`src/rtl/vram_pkg.sv`:
```
// Shared constants and types for the VRAM arbiter slice.
package vram_pkg;

  localparam int ADDR_W         = 16;
  localparam int DATA_W         = 6;
  localparam int FB_WORDS       = 61440;
  localparam int FIFO_DEPTH_DEF = 8;

  localparam logic [ADDR_W-1:0] FB_LIMIT = ADDR_W'(FB_WORDS);

  typedef struct packed {
    logic [ADDR_W-1:0] addr;
    logic [DATA_W-1:0] data;
  } wr_entry_t;

  typedef enum logic [1:0] {
    SLOT_IDLE  = 2'd0,
    SLOT_READ  = 2'd1,
    SLOT_WRITE = 2'd2
  } slot_t;

  // Addresses at or above FB_WORDS have no backing RAM word.
  function automatic logic addr_in_range(input logic [ADDR_W-1:0] a);
    return a < FB_LIMIT;
  endfunction

endpackage

```
`src/rtl/vram_arbiter_if.sv`:
```
// Bundle of the VGA read port, PPU write port, framebuffer RAM port and
// FIFO occupancy. The master modport is the arbiter; slave is its surroundings.
interface vram_arbiter_if #(
  parameter int FIFO_DEPTH = vram_pkg::FIFO_DEPTH_DEF
);
  import vram_pkg::*;

  localparam int LVL_W = $clog2(FIFO_DEPTH) + 1;

  logic              rd_req;
  logic [ADDR_W-1:0] rd_addr;
  logic [DATA_W-1:0] rd_data;

  logic              wr_valid;
  logic              wr_ready;
  logic [ADDR_W-1:0] wr_addr;
  logic [DATA_W-1:0] wr_data;

  logic [ADDR_W-1:0] ram_addr;
  logic              ram_we;
  logic [DATA_W-1:0] ram_wdata;
  logic [DATA_W-1:0] ram_rdata;

  logic [LVL_W-1:0]  fifo_level;

  modport master (
    input  rd_req, rd_addr, wr_valid, wr_addr, wr_data, ram_rdata,
    output rd_data, wr_ready, ram_addr, ram_we, ram_wdata, fifo_level
  );

  modport slave (
    output rd_req, rd_addr, wr_valid, wr_addr, wr_data, ram_rdata,
    input  rd_data, wr_ready, ram_addr, ram_we, ram_wdata, fifo_level
  );

endinterface

```
`src/rtl/vram_wr_fifo.sv`:
```
// PPU write FIFO: circular buffer with count-based full/empty.
// With VRAM_FWD_EN defined, all entries are also exposed in age order
// (index 0 = head) with per-entry valid bits for the read-forwarding search.
module vram_wr_fifo
  import vram_pkg::*;
#(
  parameter int DEPTH = FIFO_DEPTH_DEF
) (
  input  logic                   PCK,
  input  logic                   RST,
  input  logic                   i_push,
  input  wr_entry_t              i_push_entry,
  input  logic                   i_pop,
  output logic                   o_empty,
  output logic                   o_full,
  output logic [$clog2(DEPTH):0] o_count,
  output wr_entry_t              o_head
`ifdef VRAM_FWD_EN
  ,
  output wr_entry_t [DEPTH-1:0]  o_entries,
  output logic [DEPTH-1:0]       o_entry_valid
`endif
);

  localparam int PTR_W = $clog2(DEPTH);
  localparam int CNT_W = PTR_W + 1;

  wr_entry_t        r_mem [DEPTH];
  logic [PTR_W-1:0] r_wr_ptr;
  logic [PTR_W-1:0] r_rd_ptr;
  logic [CNT_W-1:0] r_count;
  logic             w_push;
  logic             w_pop;

  assign o_full  = (r_count == CNT_W'(DEPTH));
  assign o_empty = (r_count == '0);
  assign w_push  = i_push && !o_full;
  assign w_pop   = i_pop && !o_empty;
  assign o_count = r_count;
  assign o_head  = r_mem[r_rd_ptr];

  // Pointers and occupancy; reset discards everything queued.
  always_ff @(posedge PCK or negedge RST) begin
    if (!RST) begin
      r_wr_ptr <= '0;
      r_rd_ptr <= '0;
      r_count  <= '0;
    end else begin
      if (w_push) r_wr_ptr <= r_wr_ptr + 1'b1;
      if (w_pop)  r_rd_ptr <= r_rd_ptr + 1'b1;
      case ({w_push, w_pop})
        2'b10:   r_count <= r_count + 1'b1;
        2'b01:   r_count <= r_count - 1'b1;
        default: r_count <= r_count;
      endcase
    end
  end

  // Entry storage needs no reset: only slots below r_count are ever read.
  always_ff @(posedge PCK) begin
    if (w_push) r_mem[r_wr_ptr] <= i_push_entry;
  end

`ifdef VRAM_FWD_EN
  // Age-ordered view of the queue for the forwarding search.
  always_comb begin
    for (int i = 0; i < DEPTH; i++) begin
      o_entries[i]     = r_mem[r_rd_ptr + PTR_W'(i)];
      o_entry_valid[i] = (CNT_W'(i) < r_count);
    end
  end
`endif

endmodule

```
`src/rtl/vram_arbiter.sv`:
```
// Arbitrates the single-port framebuffer RAM between VGA scan-out reads
// (strict priority, repeated addresses coalesced) and buffered PPU writes
// that drain in free slots. Read latency is 2 cycles.
// Build option: VRAM_FWD_EN -- a read also picks up the youngest queued
// write to the same address instead of the stale RAM word.
//
//  slot       | meaning
//  -----------+-------------------------------------------------------
//  SLOT_READ  | new VGA address; RAM read (none if out of range)
//  SLOT_WRITE | no new read; FIFO head popped, written if in range
//  SLOT_IDLE  | nothing to do; RAM address bus holds its last value
module vram_arbiter
  import vram_pkg::*;
#(
  parameter int FIFO_DEPTH = FIFO_DEPTH_DEF
) (
  input  logic          PCK,
  input  logic          RST,
  vram_arbiter_if.master bus
);

  localparam int LVL_W = $clog2(FIFO_DEPTH) + 1;

  logic              r_run;
  logic              r_last_valid;
  logic [ADDR_W-1:0] r_last_addr;
  logic [ADDR_W-1:0] r_ram_addr;
  logic              r_p1_valid;
  logic              r_p1_zero;
  logic [DATA_W-1:0] r_rd_data;

  slot_t             w_slot;
  logic              w_hit;
  logic              w_rd_in_range;
  logic              w_wr_in_range;
  logic              w_fifo_empty;
  logic              w_fifo_full;
  logic              w_push;
  logic              w_pop;
  wr_entry_t         w_push_entry;
  wr_entry_t         w_head;
  logic [LVL_W-1:0]  w_level;
  logic [ADDR_W-1:0] w_ram_addr;
  logic              w_ram_we;
  logic [DATA_W-1:0] w_p1_data;

`ifdef VRAM_FWD_EN
  wr_entry_t [FIFO_DEPTH-1:0] w_entries;
  logic [FIFO_DEPTH-1:0]      w_entry_valid;
  logic                       w_fwd_hit;
  logic [DATA_W-1:0]          w_fwd_data;
  logic                       r_p1_fwd;
  logic [DATA_W-1:0]          r_p1_fwd_data;
`endif

  assign w_push_entry = '{addr: bus.wr_addr, data: bus.wr_data};
  assign w_push       = bus.wr_valid && bus.wr_ready;
  assign w_pop        = (w_slot == SLOT_WRITE);

  vram_wr_fifo #(
    .DEPTH (FIFO_DEPTH)
  ) u_fifo (
    .PCK           (PCK),
    .RST           (RST),
    .i_push        (w_push),
    .i_push_entry  (w_push_entry),
    .i_pop         (w_pop),
    .o_empty       (w_fifo_empty),
    .o_full        (w_fifo_full),
    .o_count       (w_level),
    .o_head        (w_head)
`ifdef VRAM_FWD_EN
    ,
    .o_entries     (w_entries),
    .o_entry_valid (w_entry_valid)
`endif
  );

  // r_run keeps wr_ready low while reset is held, even though the FIFO is empty.
  assign bus.wr_ready   = r_run && !w_fifo_full;
  assign bus.fifo_level = w_level;
  assign bus.rd_data    = r_rd_data;

  assign w_hit         = r_last_valid && (bus.rd_addr == r_last_addr);
  assign w_rd_in_range = addr_in_range(bus.rd_addr);
  assign w_wr_in_range = addr_in_range(w_head.addr);

  // Slot decision: new reads first, then FIFO drain, else idle.
  always_comb begin
    w_slot = SLOT_IDLE;
    if (bus.rd_req && !w_hit) begin
      w_slot = SLOT_READ;
    end else if (!w_fifo_empty) begin
      w_slot = SLOT_WRITE;
    end
  end

  // RAM port drive; out-of-range accesses leave the bus untouched.
  always_comb begin
    w_ram_addr = r_ram_addr;
    w_ram_we   = 1'b0;
    if (w_slot == SLOT_READ && w_rd_in_range) begin
      w_ram_addr = bus.rd_addr;
    end else if (w_slot == SLOT_WRITE && w_wr_in_range) begin
      w_ram_addr = w_head.addr;
      w_ram_we   = 1'b1;
    end
  end

  assign bus.ram_addr  = w_ram_addr;
  assign bus.ram_we    = w_ram_we;
  assign bus.ram_wdata = w_head.data;

`ifdef VRAM_FWD_EN
  // Youngest queued write to the read address wins; later indices are younger.
  always_comb begin
    w_fwd_hit  = 1'b0;
    w_fwd_data = '0;
    for (int i = 0; i < FIFO_DEPTH; i++) begin
      if (w_entry_valid[i] && (w_entries[i].addr == bus.rd_addr)) begin
        w_fwd_hit  = 1'b1;
        w_fwd_data = w_entries[i].data;
      end
    end
  end

  // Forwarded data rides alongside the RAM read for one cycle.
  always_ff @(posedge PCK or negedge RST) begin
    if (!RST) begin
      r_p1_fwd      <= 1'b0;
      r_p1_fwd_data <= '0;
    end else if (w_slot == SLOT_READ) begin
      r_p1_fwd      <= w_fwd_hit;
      r_p1_fwd_data <= w_fwd_data;
    end
  end

  assign w_p1_data = r_p1_fwd ? r_p1_fwd_data : bus.ram_rdata;
`else
  assign w_p1_data = bus.ram_rdata;
`endif

  // Coalescing tag, held RAM address and the two-stage read pipeline.
  always_ff @(posedge PCK or negedge RST) begin
    if (!RST) begin
      r_run        <= 1'b0;
      r_last_valid <= 1'b0;
      r_last_addr  <= '0;
      r_ram_addr   <= '0;
      r_p1_valid   <= 1'b0;
      r_p1_zero    <= 1'b0;
      r_rd_data    <= '0;
    end else begin
      r_run      <= 1'b1;
      r_ram_addr <= w_ram_addr;

      if (w_slot == SLOT_READ) begin
        r_last_addr  <= bus.rd_addr;
        r_last_valid <= w_rd_in_range;
      end else if (w_slot == SLOT_WRITE && w_head.addr == r_last_addr) begin
        // The word VGA is showing just changed; force the next read to RAM.
        r_last_valid <= 1'b0;
      end

      r_p1_valid <= (w_slot == SLOT_READ);
      r_p1_zero  <= !w_rd_in_range;

      if (r_p1_valid) begin
        r_rd_data <= r_p1_zero ? '0 : w_p1_data;
      end
    end
  end

endmodule

```
`src/flat_wrapper.sv`:
```
// flat-port wrapper written by rule: the top's interface ports become plain ports
module vram_arbiter_flat import vram_pkg::*;
#(
  parameter int FIFO_DEPTH = FIFO_DEPTH_DEF
)
  (PCK, RST, bus_rd_req, bus_rd_addr, bus_wr_valid, bus_wr_addr, bus_wr_data, bus_ram_rdata, bus_rd_data, bus_wr_ready, bus_ram_addr, bus_ram_we, bus_ram_wdata, bus_fifo_level);
  vram_arbiter_if #(.FIFO_DEPTH(FIFO_DEPTH)) bus_i ();
  input  logic PCK;
  input  logic RST;
  input wire logic [$bits(bus_i.rd_req)-1:0] bus_rd_req;
  input wire logic [$bits(bus_i.rd_addr)-1:0] bus_rd_addr;
  input wire logic [$bits(bus_i.wr_valid)-1:0] bus_wr_valid;
  input wire logic [$bits(bus_i.wr_addr)-1:0] bus_wr_addr;
  input wire logic [$bits(bus_i.wr_data)-1:0] bus_wr_data;
  input wire logic [$bits(bus_i.ram_rdata)-1:0] bus_ram_rdata;
  output wire logic [$bits(bus_i.rd_data)-1:0] bus_rd_data;
  output wire logic [$bits(bus_i.wr_ready)-1:0] bus_wr_ready;
  output wire logic [$bits(bus_i.ram_addr)-1:0] bus_ram_addr;
  output wire logic [$bits(bus_i.ram_we)-1:0] bus_ram_we;
  output wire logic [$bits(bus_i.ram_wdata)-1:0] bus_ram_wdata;
  output wire logic [$bits(bus_i.fifo_level)-1:0] bus_fifo_level;
  assign bus_i.rd_req = bus_rd_req;
  assign bus_i.rd_addr = bus_rd_addr;
  assign bus_i.wr_valid = bus_wr_valid;
  assign bus_i.wr_addr = bus_wr_addr;
  assign bus_i.wr_data = bus_wr_data;
  assign bus_i.ram_rdata = bus_ram_rdata;
  assign bus_rd_data = bus_i.rd_data;
  assign bus_wr_ready = bus_i.wr_ready;
  assign bus_ram_addr = bus_i.ram_addr;
  assign bus_ram_we = bus_i.ram_we;
  assign bus_ram_wdata = bus_i.ram_wdata;
  assign bus_fifo_level = bus_i.fifo_level;
  vram_arbiter #(.FIFO_DEPTH(FIFO_DEPTH)) u_core (.PCK(PCK), .RST(RST), .bus(bus_i));
endmodule
```
`config.mk`:
```
export PLATFORM = sky130hd
export DESIGN_NAME = vram_arbiter_flat
export DESIGN_NICKNAME = d
export VERILOG_FILES = /design/src/rtl/vram_pkg.sv /design/src/rtl/vram_arbiter_if.sv /design/src/rtl/vram_wr_fifo.sv /design/src/rtl/vram_arbiter.sv /design/src/flat_wrapper.sv
export SDC_FILE = /design/constraint.sdc
export NUM_CORES = 1
export LEC_CHECK = 0
export ABC_AREA = 0
export CORE_MARGIN = 3
export CORE_UTILIZATION = 40
export CTS_CLUSTER_DIAMETER = 30
export DETAILED_ROUTE_END_ITERATION = 10
export HOLD_SLACK_MARGIN = 0.15
export SETUP_SLACK_MARGIN = 0.15
export SLEW_MARGIN = 30
export SYNTH_ARGS = -nofsm -noshare
export SYNTH_HDL_FRONTEND = slang
export SYNTH_SLANG_ARGS = --single-unit
```
`constraint.sdc`:
```
create_clock -name PCK -period 7.6 [get_ports PCK]
set_clock_uncertainty 0.2 [all_clocks]
set_input_delay 1.52 -clock PCK [delete_from_list [all_inputs] [get_ports PCK]]
set_output_delay 1.52 -clock PCK [all_outputs]
set_load 0.02 [all_outputs]
```
# ---- Yosys cells after proc, flatten, opt, wreduce, memory -nomap -nowiden
# Memory sizes are Yosys's and may differ from the RTL's.
# Cells that the tools add are included.
dict set report op_classes {
  add_sub_neg 4
  magnitude_cmp 2
  n_eq_ne 7
  mux 12
  reduce_logical 16
}
# op count
set ops {}
lappend ops {{$eq 16x16->1} 2}
lappend ops {{$lt 16x16->1 const B} 2}
lappend ops {{$mux 16} 2}
lappend ops {{$logic_and 1x1->1} 9}
lappend ops {{$pmux 4 s2} 1}
lappend ops {{$add 3x1->3 const B} 2}
lappend ops {{$mux 1} 6}
lappend ops {{$mux 6} 1}
lappend ops {{$add 4x1->4 const B} 1}
lappend ops {{$eq 2x1->1 const B} 2}
lappend ops {{$eq 2x2->1 const B} 2}
lappend ops {{$eq 4x4->1 const B} 1}
lappend ops {{$logic_not 1->1} 4}
lappend ops {{$logic_not 4->1} 1}
lappend ops {{$mux 2} 2}
lappend ops {{$reduce_bool 2->1} 2}
lappend ops {{$sub 4x1->4 const B} 1}
dict set report word_totals {
  reg_bits 52
  mem_bits_rw 176
  mem_count 1
}
# name depth width read_ports rd_ports_with_merged_regs wr line
set mem_list {}
lappend mem_list {u_core.u_fifo.r_mem 8 22 1 0 1 vram_wr_fifo.sv:28} ;# wr_entry_t r_mem [DEPTH];

# ---- Longest topological paths before layout
dict set report logic_depth {
  word_depth 9
  ltp_mapped 13
}

# ---- Cells and area by module
# A second synthesis with hierarchy kept.
dict set report hier_totals {
  hier_cells 541
  hier_area_um2 9643.0
}
# mod instances cells_each area_per_inst_um2 seq_area_each_um2
set modules_own_cells {}
lappend modules_own_cells {vram_wr_fifo 1 321 7420.9 5535.3}
lappend modules_own_cells {vram_arbiter 1 220 2222.1 1051.0}

# ---- Worst setup path after synthesis
# No wires, ideal clock.
dict set report synth_path {
  kind {input to output}
  startpoint {input bus_rd_addr[4]}
  endpoint {output bus_ram_addr[12]}
  t_arrival_ns 3.493
  setup_slack_ns 2.387
  path_stages 8
  n_path_buf 0
  path_cell_list {xor2_1 -> nor4_1 -> nand2_1 -> o41ai_4 -> nand3_2 -> inv_2 -> nor3_1 -> a311oi_1}
}
dict set report synth_between {
  elab_chain_len 9
}
# element line
set synth_rtl {}
lappend synth_rtl {{start: declaration} flat_wrapper.sv:11} ;# input wire logic [$bits(bus_i.rd_addr)-1:0] bus_rd_addr;
lappend synth_rtl {{$eq 16x16->1} vram_arbiter.sv:84} ;# assign w_hit = r_last_valid && (bus.rd_addr == r_last_addr);
lappend synth_rtl {{$logic_and 1x1->1} vram_arbiter.sv:84}
lappend synth_rtl {{$logic_not 1->1} vram_arbiter.sv:91} ;# if (bus.rd_req && !w_hit) begin
lappend synth_rtl {{$logic_and 1x1->1} vram_arbiter.sv:91}
lappend synth_rtl {{$mux 2} vram_arbiter.sv:91}
lappend synth_rtl {{$eq 2x2->1} vram_arbiter.sv:104} ;# end else if (w_slot == SLOT_WRITE && w_wr_in_range) begin
lappend synth_rtl {{$logic_and 1x1->1} vram_arbiter.sv:104}
lappend synth_rtl {{$mux 16} vram_arbiter.sv:104}
lappend synth_rtl {{$mux 16 (*)} vram_arbiter.sv:102} ;# if (w_slot == SLOT_READ && w_rd_in_range) begin
lappend synth_rtl {{end: declaration} flat_wrapper.sv:18} ;# output wire logic [$bits(bus_i.ram_addr)-1:0] bus_ram_addr;
# Every way passes the cells marked *; elsewhere a longest branch is shown, timed or not.

# ---- Worst setup path after layout
dict set report layout_path {
  startpoint {input bus_rd_addr[12]}
  endpoint {output bus_ram_addr[15]}
}
# Same word-level chain as after synthesis.

==> results.json <==
{
  "grt_pass1_wl_mm": 31.7,
  "ys_ff_latch": 228,
  "status": "completed",
  "cp-start-kind": "input pin",
  "syn_inst": 546,
  "numCtsBuffers": 42,
  "grt_max_degree": 53,
  "drt_pass1_iterations": 5,
  "grt_overflow": 0,
  "p_seq_share_pct": 34.5,
  "cts.sinks": 228,
  "crit_type": "in2out",
  "multi_input_area_um2": 2630,
  "synthMuxAreaShare_pct": 14.4,
  "switching_share_pct": 29.2,
  "min_from": "u_core.u_fifo.o_count[3]$_DFFE_PN0P_",
  "grt_use_total_pct": 16.2,
  "setup_viol": 0,
  "rsz0062_at_grt": "false",
  "netlist-cell-type-count": 45,
  "place_inst": 926,
  "cts_root_buffer": "clkbuf_16",
  "num_io_pins": 82,
  "post-cts-setup-buffers": 0,
  "die_area_um2": 25200,
  "synth_edf_count": 176,
  "antenna_cells": 0,
  "layout.cells.most_common_list": "176 x edfxtp_1, 80 x clkdlybuf4s50_1, 49 x dfrtp_1, 43 x clkbuf_16, 34 x mux2_2",
  "path_cells": "clkdlybuf4s50_1, xor2_1, nor4_1, nand2_1, o41ai_4, buf_4, nand3_2, inv_2, nor3_1, a311oi_1, clkdlybuf4s50_1",
  "yosysTopAreaCellShare_pct": 56.5,
  "cap_violations": 0,
  "cpPeakStageDelay_ps": 680,
  "power_switching_mw": 1.38,
  "end_kind": "primary output",
  "syn_area_per_cell_um2": 17.1,
  "core_area_um2": 22800,
  "hp-class": "reg2reg",
  "fmax_mhz": 148,
  "drc": 0,
  "wl_per_cell_um": 20.1,
  "crit_top_cell": "clkdlybuf4s50_1",
  "wirelength_mm": 20.2,
  "arrival_ps": 5040,
  "ant_nets": 0,
  "synth_top_family_by_area": "multiplexers",
  "ys_seq_area_share_pct": 70.5,
  "cts-resized-gates": 0,
  "area.sequential_um2": 6590,
  "vias": 5088,
  "drive_gt1_share_pct": 22.8,
  "fill_cells": 1825,
  "holdPathStages": 1,
  "slew_viol_final": 0,
  "die_w_um": 159,
  "async_flop_share_pct": 22.8,
  "finalPower_mw": 4.73,
  "maxSlewHeadroom_pct": 39.6,
  "finalHoldViolCount": 0,
  "viasPerCell": 5.08,
  "ir_worst_vdd_v": 0.000251,
  "final_common_cell": "edfxtp_1",
  "synth-main-ff-cell": "edfxtp_1",
  "placementRows": 55,
  "rr_endpoint": "u_core.r_ram_addr[15]$_DFF_PN0_",
  "die_y_um": 159,
  "p_comb_share_pct": 25.8,
  "place_ws_ps": 832,
  "insertion_delay_ps": 520,
  "setup_tns_ps": 0,
  "cp_max_fo": 17,
  "synth_nets": 600,
  "required_ps": 5880,
  "cts_tree": "done",
  "yosysWarnings": 0,
  "power_frac_clock_pct": 39.7,
  "fin_nets": 711,
  "setup_ws_ps": 840,
  "max-clock-path-buffers": 3,
  "cts.clk_slew.worst_paths_ps": 40,
  "first_global_vias": 5465,
  "place_congestion": 0.802,
  "htree_levels": 2,
  "fin_cells": 1002,
  "r2r_slack_ps": 3920,
  "synth-compound-area-share_pct": 3.29,
  "drt-initial-drc-count": 307,
  "synth_area_um2": 9350,
  "yosysTopAreaCell": "edfxtp_1",
  "area_growth_pct": 28.2,
  "critPathSlowestCell": "clkdlybuf4s50_1",
  "r2r_start": "u_core.u_fifo.r_rd_ptr[1]$_DFFE_PN0P_",
  "synth_area_leaders": "edfxtp_1 57%, dfrtp_1 14%, mux4_2 7.7%",
  "synth_xor_area_share_pct": 3.65,
  "timing.hold.ws_ps": 306,
  "start_util_pct": 41.0,
  "synthAdderAreaFrac_pct": 0.883,
  "p_int_mw": 3.35,
  "port_buffers": 81,
  "cts_hold_buf": 0,
  "synth-simple-area-share_pct": 5.27,
  "fin_crit_sh_pct": 88.9,
  "hpwl_mm": 12.2,
  "worst_pin_slew_ps": 904,
  "fin_crit_ps": 6760,
  "p_per_area_nw_per_um2": 395,
  "reg2regPathDepth": 8,
  "holdPathEnd": "u_core.u_fifo.o_count[3]$_DFFE_PN0P_",
  "leakagePower_nw": 4.23,
  "antenna_found_initial": 0
}
[power by group through the flow]
stage	logic, mW	clock network, mW	registers [mW]
after floorplan	0.868	0	1.58
after global placement	1.22	0	1.65
after detailed placement	1.24	0	1.66
after CTS	1.25	1.92	1.64
after global routing	1.33	1.98	1.66
final	1.22	1.88	1.63
[area by class of cell]
class                   instances  share of cell area [%]
multi-input cells             283                    22.0
repair buffers                 89                    7.23
flip-flops and latches        228                    55.0
inverters                      13                   0.407
clock inverters                29                    2.98
well taps                     313                    3.27
clock buffers                  47                    9.11
[layer usage]
layer,vias up,share of wire (%),global-route usage [%]
li1,2332,-,-
met1,2574,43,21.7
met2,142,49,25.8
met3,40,6.2,4.36
met4,0,2.2,5.29
met5,-,0,0
[state kept, by name, indices dropped and copies added (netlist names)]
signal and cells:
u_core.bus.rd_data 6, u_core.r_ram_addr 16, u_core.r_last_addr 16, u_core.r_last_valid 1, u_core.u_fifo.r_mem 176, u_core.u_fifo.o_count 4
u_core.r_p1_zero 1, u_core.u_fifo.r_rd_ptr 3, u_core.u_fifo.r_wr_ptr 3, u_core.r_p1_valid 1, u_core.r_run 1
[metrics by stage]
step                      util (%)  cell area [um^2]
final                         52.6             12000
after global routing          52.6             12000
after CTS                     52.6             12000
after detailed placement      46.2             10500
after global placement        46.2             10500
after floorplan                  -              9350
[synth_stat cells, types with 2 or more instances]
master,instances
and2_1,2
xor2_1,16
buf_2,11
buf_6,4
nand2b_1,8
a22o_1,2
mux4_2,32
inv_2,2
o22ai_1,3
o21ai_0,12
ha_1,5
o21ai_1,5
xnor2_1,23
a311oi_1,4
nor3_1,8
a21oi_1,12
nor2b_1,4
dfrtp_1,52
nand2_1,30
a21o_1,2
mux2_2,34
nand3b_1,6
and4_1,2
nor2_1,26
clkbuf_1,4
edfxtp_1,176
nand4_1,4
inv_1,11
buf_4,2
a221oi_1,2
mux2i_1,22
nor4_1,3
nand3_1,5
[worst max-delay path, delay by kind of cell]
family,cells,cell delay (ps)
AOI/OAI and AO/OA,2,800
xor gates and xnor gates,1,190
buffers and inverters,4,1770
and+or+nand+nor,4,740
[how the worst max path moves through the flow]
stage | slack [ps] | to | start
final | 840 | bus_ram_addr[15] | bus_rd_addr[12]
after global routing | 520 | bus_ram_addr[15] | bus_rd_addr[13]
after CTS | 840 | bus_ram_addr[15] | bus_rd_addr[13]
after detailed placement | 830 | bus_ram_addr[12] | bus_rd_addr[9]
after global placement | 920 | bus_ram_addr[14] | bus_rd_addr[9]
after floorplan | 2390 | bus_ram_addr[12] | bus_rd_addr[4]
[cell families after synthesis]
kind of cell             count (synthesis)
flip-flops                             228
multiplexers                            89
XOR/XNOR                                39
AND/OR/NAND/NOR                        101
adder cells (fa/ha/maj)                  6
AO/OA/AOI/OAI                           47
buffers and inverters                   35
other                                    1
(Power assumes the default switching activity.)
